$ cat src/rtl/bin_bcd_conv.sv
// bin_bcd_conv: sequential double-dabble binary-to-BCD converter, one bit per cycle with valid/ready handshakes.
// Define BIN_BCD_SIGNED_EN to treat bin as two's complement (magnitude converted, sign on neg).
module bin_bcd_conv #(
  parameter int BIN_W  = 12,
  parameter int DIGITS = 4
) (
  input  logic                  clk,
  input  logic                  reset,
  input  logic                  in_valid,
  output logic                  in_ready,
  input  logic [BIN_W-1:0]      bin,
  output logic                  out_valid,
  input  logic                  out_ready,
  output logic [4*DIGITS-1:0]   bcd,
  output logic                  ovf,
  output logic                  neg
);
  localparam int CW = $clog2(BIN_W + 1);
  localparam int BW = 4 * DIGITS;
  typedef enum logic [1:0] {IDLE, CONV, DONE} state_t;
  state_t state, state_nx;
  logic [BIN_W-1:0] sh, mag;
  logic [BW-1:0] wr, adj;
  logic [CW-1:0] cnt;
  logic ovf_r, neg_r, sign, accept, last;
  genvar i;
  generate
    for (i = 0; i < DIGITS; i++) begin : g_adj
      assign adj[4*i+:4] = wr[4*i+:4] >= 4'd5 ? wr[4*i+:4] + 4'd3 : wr[4*i+:4];
    end
  endgenerate
`ifdef BIN_BCD_SIGNED_EN
  assign sign = bin[BIN_W-1];
  assign mag  = sign ? -bin : bin;
`else
  assign sign = 1'b0;
  assign mag  = bin;
`endif
  assign in_ready  = state == IDLE;
  assign out_valid = state == DONE;
  assign accept    = in_valid && in_ready;
  assign last      = cnt == CW'(BIN_W - 1);
  assign bcd       = ovf_r ? {DIGITS{4'h9}} : wr;
  assign ovf       = ovf_r;
  assign neg       = neg_r;
  always_comb begin
    state_nx = state == IDLE ? (in_valid ? CONV : IDLE) :
               state == CONV ? (last ? DONE : CONV) :
               (out_ready ? IDLE : DONE);
  end
  always_ff @(posedge clk) begin
    if (reset) begin
      state <= IDLE;
      sh    <= '0;
      wr    <= '0;
      cnt   <= '0;
      ovf_r <= 1'b0;
      neg_r <= 1'b0;
    end else begin
      state <= state_nx;
      if (accept) begin
        sh    <= mag;
        wr    <= '0;
        cnt   <= '0;
        ovf_r <= 1'b0;
        neg_r <= sign;
      end else if (state == CONV) begin
        // a carry out of the top digit means the value does not fit
        wr    <= {adj[BW-2:0], sh[BIN_W-1]};
        sh    <= sh << 1;
        cnt   <= cnt + 1'b1;
        ovf_r <= ovf_r | adj[BW-1];
      end
    end
  end
endmodule

$ cat config.mk
export PLATFORM = sky130hd
export DESIGN_NAME = bin_bcd_conv
export DESIGN_NICKNAME = d
export VERILOG_FILES = /design/src/rtl/bin_bcd_conv.sv
export SDC_FILE = /design/constraint.sdc
export NUM_CORES = 1
export LEC_CHECK = 0
export ABC_CLOCK_PERIOD_IN_PS = 2480
export CAP_MARGIN = 0
export CORE_MARGIN = 4
export CORE_UTILIZATION = 25
export DETAILED_ROUTE_END_ITERATION = 10
export GPL_TIMING_DRIVEN = 0
export SYNTH_ARGS = -nofsm -noshare
export SYNTH_HDL_FRONTEND = slang
export SYNTH_SLANG_ARGS = --single-unit
$ cat constraint.sdc
create_clock -name clk -period 2.48 [get_ports clk]
set_clock_uncertainty 0.2 [all_clocks]
set_input_delay 0.496 -clock clk [delete_from_list [all_inputs] [get_ports clk]]
set_output_delay 0.496 -clock clk [all_outputs]
set_load 0.03 [all_outputs]
; ---- After elaboration in Yosys (flattened, before gate mapping)
; Cells that the tools add are included.
[word_totals]
reg_bits = 35
in_bits = 16
output_inout_bits = 20
[classes]
addsub = 5
magnitude_cmp = 4
n_eq_ne = 3
mux = 12
bitwise_logic = 1
reduce_logical = 4
[op_table]
columns = cell, count
row1 = 12-bit two-way mux, 2
row2 = 4-bit by 2-bit adder with 4-bit output (second input constant), 4
row3 = 4-bit by 3-bit >= comparator with 1-bit output (second input constant), 4
row4 = 16-bit two-way mux, 1
row5 = 4-bit two-way mux, 4
row6 = 2-bit two-way mux, 4
row7 = 4-bit by 1-bit adder with 4-bit output (second input constant), 1
row8 = 4-bit == test (second input constant), 1
row9 = 2-bit by 1-bit == test with 1-bit output (second input constant), 1
row10 = 2-bit == test (second input constant), 1
row11 = 2-bit logical NOT, 1
row12 = 2-bit nonzero test, 1
row13 = 2-bit OR reduction, 1
row14 = 1-bit logical AND, 1
row15 = 1-bit two-way mux, 1
row16 = 1-bit OR, 1

; ---- Longest topological paths before layout
; Gate-level depths: netlist (run 1).
[logic_depth]
word_depth = 4
mapped_depth = 6
depth_no_buf = 6

; ---- Least setup slack after synthesis (run 1)
; No wires, ideal clock.
[synth_timing]
path_type = register to output
from = register ovf_r (netlist: ovf)
to = output bcd[13]
arrival_ns = 1.094
slack_ns = 0.690
path_stages_with_launch = 3
n_path_buf = 1
path_cell_list = dfxtp_1 -> clkbuf_1 -> nor2_1
[synth_between]
elab_chain_cells = 1
[synth_lines]
columns = element, line
row1 = from (decl), 25  ; logic ovf_r, neg_r, sign, accept, last;
row2 = from (signal assigned), 72  ; ovf_r <= ovf_r | adj[BW-1];
row3 = 16-bit two-way mux, 43  ; assign bcd = ovf_r ? {DIGITS{4'h9}} : wr;
row4 = to (decl), 14  ; output logic [4*DIGITS-1:0] bcd,
; Every way passes these cells.

; ---- Final worst setup path (run 1)
[layout_timing]
from = register ovf_r (netlist: ovf)
to = output bcd[9]
; The elaborated chain is that of the path after synthesis.

==> results of run 1 <==
[metal layers]
metal	vias up	wire, um	share of wire [%]
li1	857	-	-
met1	771	2320	51
met2	43	1930	43
met3	7	225	5.0
met4	0	55	1.2
met5	-	0	0
[kinds of logic after synthesis]
logic type	Yosys count	share of synthesized area, %
multiplexers	4	2.23
flip-flops	35	37.9
AO/OA/AOI/OAI	72	26.1
XOR/XNOR	3	1.42
adder cells (fa/ha/maj)	9	6.09
buffers and inverters	23	6.69
AND/OR/NAND/NOR	72	19.4
other	1	0.203
[tightest hold or removal path, cell delays in order (launching register included)]
cell and delay (ps):
dfxtp_1 310, nand2_1 50, a21oi_1 50
[cells in the final DEF, fill, tap and decap left out, types with 3 or more instances in the layout]
cell type        instances
dlygate4sd2_1            6
nand2b_1                 5
inv_1                    9
a41oi_1                  4
clkdlybuf4s50_1         25
o21ai_0                  8
a22oi_1                 11
nor2b_1                  5
a31oi_1                  5
or2_2                    8
clkbuf_8                 6
dfxtp_1                 34
mux2i_1                  3
nor2_1                  21
ha_1                     9
buf_2                    3
nand3_1                  4
a21oi_1                 28
nor3b_1                  3
nand2_1                 19
buf_4                    5
a211oi_1                 7
a22o_1                   3
[where the power goes]
group | switching (uW) | internal (uW) | total (uW)
Clock | 204 | 218 | 422
Combinational | 111 | 81.7 | 193
Sequential | 16.7 | 584 | 601
[registers in the layout, indices dropped and copies added, names as in the netlist]
register / count
cnt: 4
sh: 12
ovf: 1
state: 2
wr: 16
[final cells by class]
| class | instances | area [sq um] |
|---|---|---|
| Fill cell | 799 | 4820 |
| Multi-Input combinational cell | 161 | 1030 |
| Sequential cell | 35 | 702 |
| Timing Repair Buffer | 33 | 328 |
| Tap cell | 99 | 124 |
| Buffer | 14 | 91.3 |
| Clock buffer | 6 | 82.6 |
| Inverter | 9 | 33.8 |
| Clock inverter | 1 | 5.00 |
[worst paths after layout]
kind                                           end                 from  slack, ps  cells after the start
worst min register to register  wr[0]$_SDFFE_PP0P_  sh[11]$_SDFFE_PP0P_        260                      2
worst max-delay path                        bcd[9]     ovf$_SDFFE_PP0P_        110                      3
worst max register to register  wr[2]$_SDFFE_PP0P_   wr[0]$_SDFFE_PP0P_        580                      6
worst min-delay path            wr[0]$_SDFFE_PP0P_  sh[11]$_SDFFE_PP0P_        260                      2
[through the flow]
stage	total power, uW	util, %
2_1_floorplan	737	-
3_3_place_gp	807	31.9
4_1_cts	1230	33.1
6_report	1220	33.2
5_1_grt	1280	33.2
3_5_place_dp	809	31.9
==> results.sh, run 1 <==
export IMPL_status="finished clean"
export IMPL_ys_flop_type="dfxtp_1"
export IMPL_cp_max_delay_cell="clkdlybuf4s50_1"
export IMPL_via_count=1678
export IMPL_post_synth_top_area_cell="dfxtp_1"
export IMPL_finalSetupTns_ps=0
export IMPL_synth_distinct_cells=38
export IMPL_path_cells="clkbuf_2 > nor2_1 > clkdlybuf4s50_1"
export IMPL_firstDrtPassIters=4
export IMPL_cts_root_buf="clkbuf_8"
export IMPL_avgSynthCellArea_sq_um=8.45
export IMPL_use_met2_pct=15.8
export IMPL_critical_path_arrival_ps=1670
export IMPL_yosysSeqAreaShare_pct=37.9
export IMPL_synthArstFlopShare_pct=0
export IMPL_timing_final_max_slew_violations=0
export IMPL_die_height_um=94.0
export IMPL_drt_drc_violations_left=0
export IMPL_ant_nets=0
export IMPL_initial_antenna_violation_count=0
export IMPL_die_area_sq_mm=0.00884
export IMPL_routed_via_density=4.69
export IMPL_timing_worst_setup_path_type="flop to output port"
export IMPL_critical_path_buf_inv_count=2
export IMPL_power_per_cell_area_mw_per_mm2=508
export IMPL_cts_htree_levels=2
export IMPL_p_leak_uw=0.000953
export IMPL_dp_hpwl_um=3260
export IMPL_synth_top_area_share_pct=37.9
export IMPL_detail_route_wl_per_cell_um=12.7
export IMPL_crit_path_max_incr_delay_ps=670
export IMPL_synth_ff_latch_count=35
export IMPL_clock_fmax_ghz=0.422
export IMPL_initial_utilization_pct=25.7
export IMPL_drive_above_1_share_pct=12.4
export IMPL_first_global_vias=1564
export IMPL_finalSetupViolations=0
export IMPL_post_synth_inst_count=219
export IMPL_drt_first_iter_violations=108
export IMPL_hold_viol=0
export IMPL_whs_ps=257
export IMPL_final_area_sq_mm=0.00239
export IMPL_clock_sink_count=35
export IMPL_final_cells=358
export IMPL_ys_warnings_count=0
export IMPL_routed_wirelength_um=4540
export IMPL_antennaDiodeCount=0
export IMPL_number_of_setup_buffers_added_after_cts=0
export IMPL_layout_overhead_on_the_synthesized_area_pct=29.3
export IMPL_timing_hold_worst_class="flop to flop"
export IMPL_layout_setup_ws_ps=110
export IMPL_grt_util_all_layers_pct=10.9
export IMPL_synth_enable_flop_cells=0
export IMPL_placedCellCount=351
export IMPL_fp_coreArea_sq_mm=0.00721
export IMPL_global_route_peak_usage_layer="met1"
export IMPL_grt_setup_unrepaired="false"
export IMPL_grtUsageMet3_pct=2.48
export IMPL_clock_tree_from_tritoncts="built"
export IMPL_worst_ep_required_time_ps=1780
export IMPL_clock_pin_slew_of_the_registers_on_the_worst_case_setup_and_hold_paths_ps=70
export IMPL_gp_congestion=0.758
export IMPL_max_cap_violations=0
export IMPL_worstSkewPairLatency_ps=280
export IMPL_final_period_utilization_pct=95.6
export IMPL_finalWorstPathRequiredPeriod_ps=2370
export IMPL_chipWidth_um=94.0
export IMPL_synth_commonest_cells="35 x dfxtp_1, 28 x a21oi_1, 21 x nor2_1"
export IMPL_worst_setup_path_start_kind="flop"
export IMPL_floorplan_io_pins=36
export IMPL_post_synthesis_instance_area_sq_mm=0.00185
export IMPL_grt_first_pass_wirelength_um=7570
export IMPL_count_of_standard_cell_rows=31
export IMPL_met1_usage_pct=15.8
export IMPL_worst_path_max_fanout=10
export IMPL_tritoncts_num_buffers=5
export IMPL_worst_path_dominant_cell_family="buffers and inverters"
export IMPL_total_congestion_overflow=0
export IMPL_cts_resized_gates=8
export IMPL_endpoint_kind="output port"
export IMPL_grt_start_max_net_pins=11
export IMPL_yosys_cell_count_top_type="dfxtp_1"
export IMPL_final_nets=284
export IMPL_synth_net_count=244
export IMPL_pre_cts_slack_ps=-41.8
export IMPL_buffer_ports_inserted=33
export IMPL_dpl_instance_area_sq_mm=0.00230
export IMPL_vdd_drop_max_v=0.000200
export IMPL_cts_hold_repair_buffers=0
export IMPL_synth_area_leaders="dfxtp_1 38%, a21oi_1 7.6%, ha_1 6.1%"
export IMPL_clockBufferDepth=2
(Power assumes the default switching activity.)
==> run 2, diff against run 1 <==
--- a/config.mk
+++ b/config.mk
@@ -9,6 +9,7 @@
 export CAP_MARGIN = 0
 export CORE_MARGIN = 4
 export CORE_UTILIZATION = 25
+export CTS_CLUSTER_DIAMETER = 30
 export DETAILED_ROUTE_END_ITERATION = 10
 export GPL_TIMING_DRIVEN = 0
 export SYNTH_ARGS = -nofsm -noshare
==> results of run 2 <==
Final layout, timing and power as in run 1 (identical DEF).
==> run 3, diff against run 2 <==
--- a/config.mk
+++ b/config.mk
@@ -7,6 +7,7 @@
 export LEC_CHECK = 0
 export ABC_CLOCK_PERIOD_IN_PS = 2480
 export CAP_MARGIN = 0
+export CORE_ASPECT_RATIO = 1.75
 export CORE_MARGIN = 4
 export CORE_UTILIZATION = 25
 export CTS_CLUSTER_DIAMETER = 30
==> run 3 against run 2 <==
Net effect:
- flip-flop and latch count did not move
- critical path type unchanged
- non-clock buffer count unchanged
- final area rose by 1.9%
- power is 15% higher
- largest power group is now the clock network
==> results.sh, run 3 (synthesized netlist as in run 1, its figures left out) <==
export IMPL_initial_antenna_violation_count=0
export IMPL_finalWorstPathRequiredPeriod_ps=2400
export IMPL_first_global_vias=1615
export IMPL_worst_ep_required_time_ps=1780
export IMPL_routed_via_density=4.81
export IMPL_via_count=1665
export IMPL_worst_path_dominant_cell_family="buffers and inverters"
export IMPL_grt_start_max_net_pins=13
export IMPL_timing_final_max_slew_violations=0
export IMPL_timing_hold_worst_class="flop to flop"
export IMPL_seqCellArea_sq_um=702
export IMPL_grt_setup_unrepaired="false"
export IMPL_top_register="wr"
export IMPL_critical_path_buf_inv_count=2
export IMPL_clock_pin_slew_of_the_registers_on_the_worst_case_setup_and_hold_paths_ps=60
export IMPL_biggestRegsByFlops="wr (16), sh (12), cnt (4)"
export IMPL_clock_sink_count=35
export IMPL_max_cap_violations=0
export IMPL_finalSetupTns_ps=0
export IMPL_worst_path_max_fanout=10
export IMPL_crit_path_max_incr_delay_ps=590
export IMPL_vdd_drop_max_v=0.000265
export IMPL_pre_cts_slack_ps=25.4
export IMPL_die_area_sq_mm=0.00890
export IMPL_status="finished clean"
export IMPL_power_per_cell_area_mw_per_mm2=576
export IMPL_endpoint_kind="output port"
export IMPL_number_of_setup_buffers_added_after_cts=0
export IMPL_final_period_utilization_pct=96.7
export IMPL_most_frequent_cells_in_the_layout="34 x dfxtp_1, 29 x clkdlybuf4s50_1, 28 x a21oi_1, 21 x nor2_1, 19 x nand2_1"
export IMPL_cp_max_delay_cell="clkdlybuf4s50_1"
export IMPL_grt_first_pass_wirelength_um=7570
export IMPL_drt_drc_violations_left=0
export IMPL_mostFrequentLayoutCell="dfxtp_1"
export IMPL_cts_hold_repair_buffers=0
export IMPL_initial_utilization_pct=25.6
export IMPL_worstSkewPairLatency_ps=280
export IMPL_filler_cell_count=762
export IMPL_clock_fmax_ghz=0.417
export IMPL_largest_reg_flops=16
export IMPL_grt_util_all_layers_pct=10.8
export IMPL_timing_worst_setup_path_type="flop to output port"
export IMPL_whs_ps=256
export IMPL_cts_root_buf="clkbuf_16"
export IMPL_chipWidth_um=73.0
export IMPL_firstDrtPassIters=4
export IMPL_multi_input_area_sq_mm=0.00103
export IMPL_fp_coreArea_sq_mm=0.00723
export IMPL_final_nets=284
export IMPL_routed_wirelength_um=4570
export IMPL_dp_hpwl_um=3340
export IMPL_buffer_ports_inserted=33
export IMPL_drt_first_iter_violations=96
export IMPL_worstHoldPathCells=2
export IMPL_worst_setup_path_start_kind="flop"
export IMPL_final_area_sq_mm=0.00244
export IMPL_drive_above_1_share_pct=12.7
export IMPL_clockBufferDepth=2
export IMPL_hold_viol=0
export IMPL_placedCellCount=338
export IMPL_dpl_instance_area_sq_mm=0.00229
export IMPL_finalSetupViolations=0
export IMPL_cts_htree_levels=2
export IMPL_p_leak_uw=0.000938
export IMPL_gp_congestion=0.746
export IMPL_antennaDiodeCount=0
export IMPL_count_of_standard_cell_rows=41
export IMPL_final_cells=346
export IMPL_clock_tree_from_tritoncts="built"
export IMPL_worst_r2r_path_cells=6
export IMPL_critical_path_arrival_ps=1700
export IMPL_layout_overhead_on_the_synthesized_area_pct=31.7
export IMPL_ant_nets=0
export IMPL_detail_route_wl_per_cell_um=13.2
export IMPL_die_height_um=122
export IMPL_path_cells="clkbuf_4 > or2_2 > clkdlybuf4s50_1"
export IMPL_tritoncts_num_buffers=5
export IMPL_crit_cells=3
export IMPL_layout_setup_ws_ps=81.2
export IMPL_total_congestion_overflow=0
export IMPL_floorplan_io_pins=36
-- run 3: changes by cell type in the layout (fill, tap and decap cells not counted) --
| cell | previous run | this run |
|---|---|---|
| clkbuf_8 | 6 | 0 |
| clkbuf_16 | 0 | 5 |
| clkdlybuf4s50_1 | 25 | 29 |
| dlygate4sd2_1 | 6 | 3 |
| clkinvlp_4 | 0 | 2 |
| clkbuf_2 | 1 | 0 |
| clkbuf_4 | 0 | 1 |
| dlymetal6s2s_1 | 2 | 1 |
-- run 3: per-layer routing --
layer / vias to the layer above / share of wire (%) / track usage (%)
met4: 0 / 2.0 / 4.62
li1: 862 / - / -
met3: 10 / 5.1 / 2.81
met1: 753 / 44 / 12.8
met5: - / 0 / 0
met2: 40 / 49 / 18.0
-- run 3: worst reg2reg max path, delay by kind of cell, from the launching register on --
kind / cells / cell delay, ps
flops: 1 / 360
simple gates: 1 / 150
compound gates: 2 / 410
fa+ha+maj: 1 / 220
buf+inv: 1 / 180
mux: 1 / 350
-- run 3: final cells by class --
| type | count | area share [%] |
|---|---|---|
| buffer | 14 | 3.85 |
| clock buffer | 5 | 5.13 |
| inverter | 9 | 1.39 |
| sequential | 35 | 28.8 |
| multi-input combinational | 161 | 42.1 |
| clock inverter | 3 | 0.821 |
| timing repair buffer | 33 | 13.5 |
| tap | 86 | 4.41 |
-- run 3: what timing repair did --
item | 4_1_cts | 5_1_grt
cloned | 0 | 0
endpoints found under the setup margin | 10 | 1
gates resized for setup | 6 | 1
-- run 3: through the flow --
stage	power, uW	utilization, %
floorplan	737	-
global placement	807	31.6
detailed placement	810	31.6
CTS	1420	33.7
global route	1460	33.7
finish	1400	33.7
-- run 3: where the power goes --
group	total (uW)	leakage (uW)	internal [uW]	switching, uW
clock	608	0.0000658	370	238
combinational	194	0.000587	82.6	111
sequential	601	0.000285	585	16.9
-- run 3: final timing paths --
path / start / to / slack (ps)
hold reg to reg: sh[6]$_SDFFE_PP0P_ / sh[6]$_SDFFE_PP0P_ / 260
setup reg to reg: wr[0]$_SDFFE_PP0P_ / wr[2]$_SDFFE_PP0P_ / 550
hold / removal: sh[6]$_SDFFE_PP0P_ / sh[6]$_SDFFE_PP0P_ / 260
setup / recovery: ovf$_SDFFE_PP0P_ / bcd[7] / 80
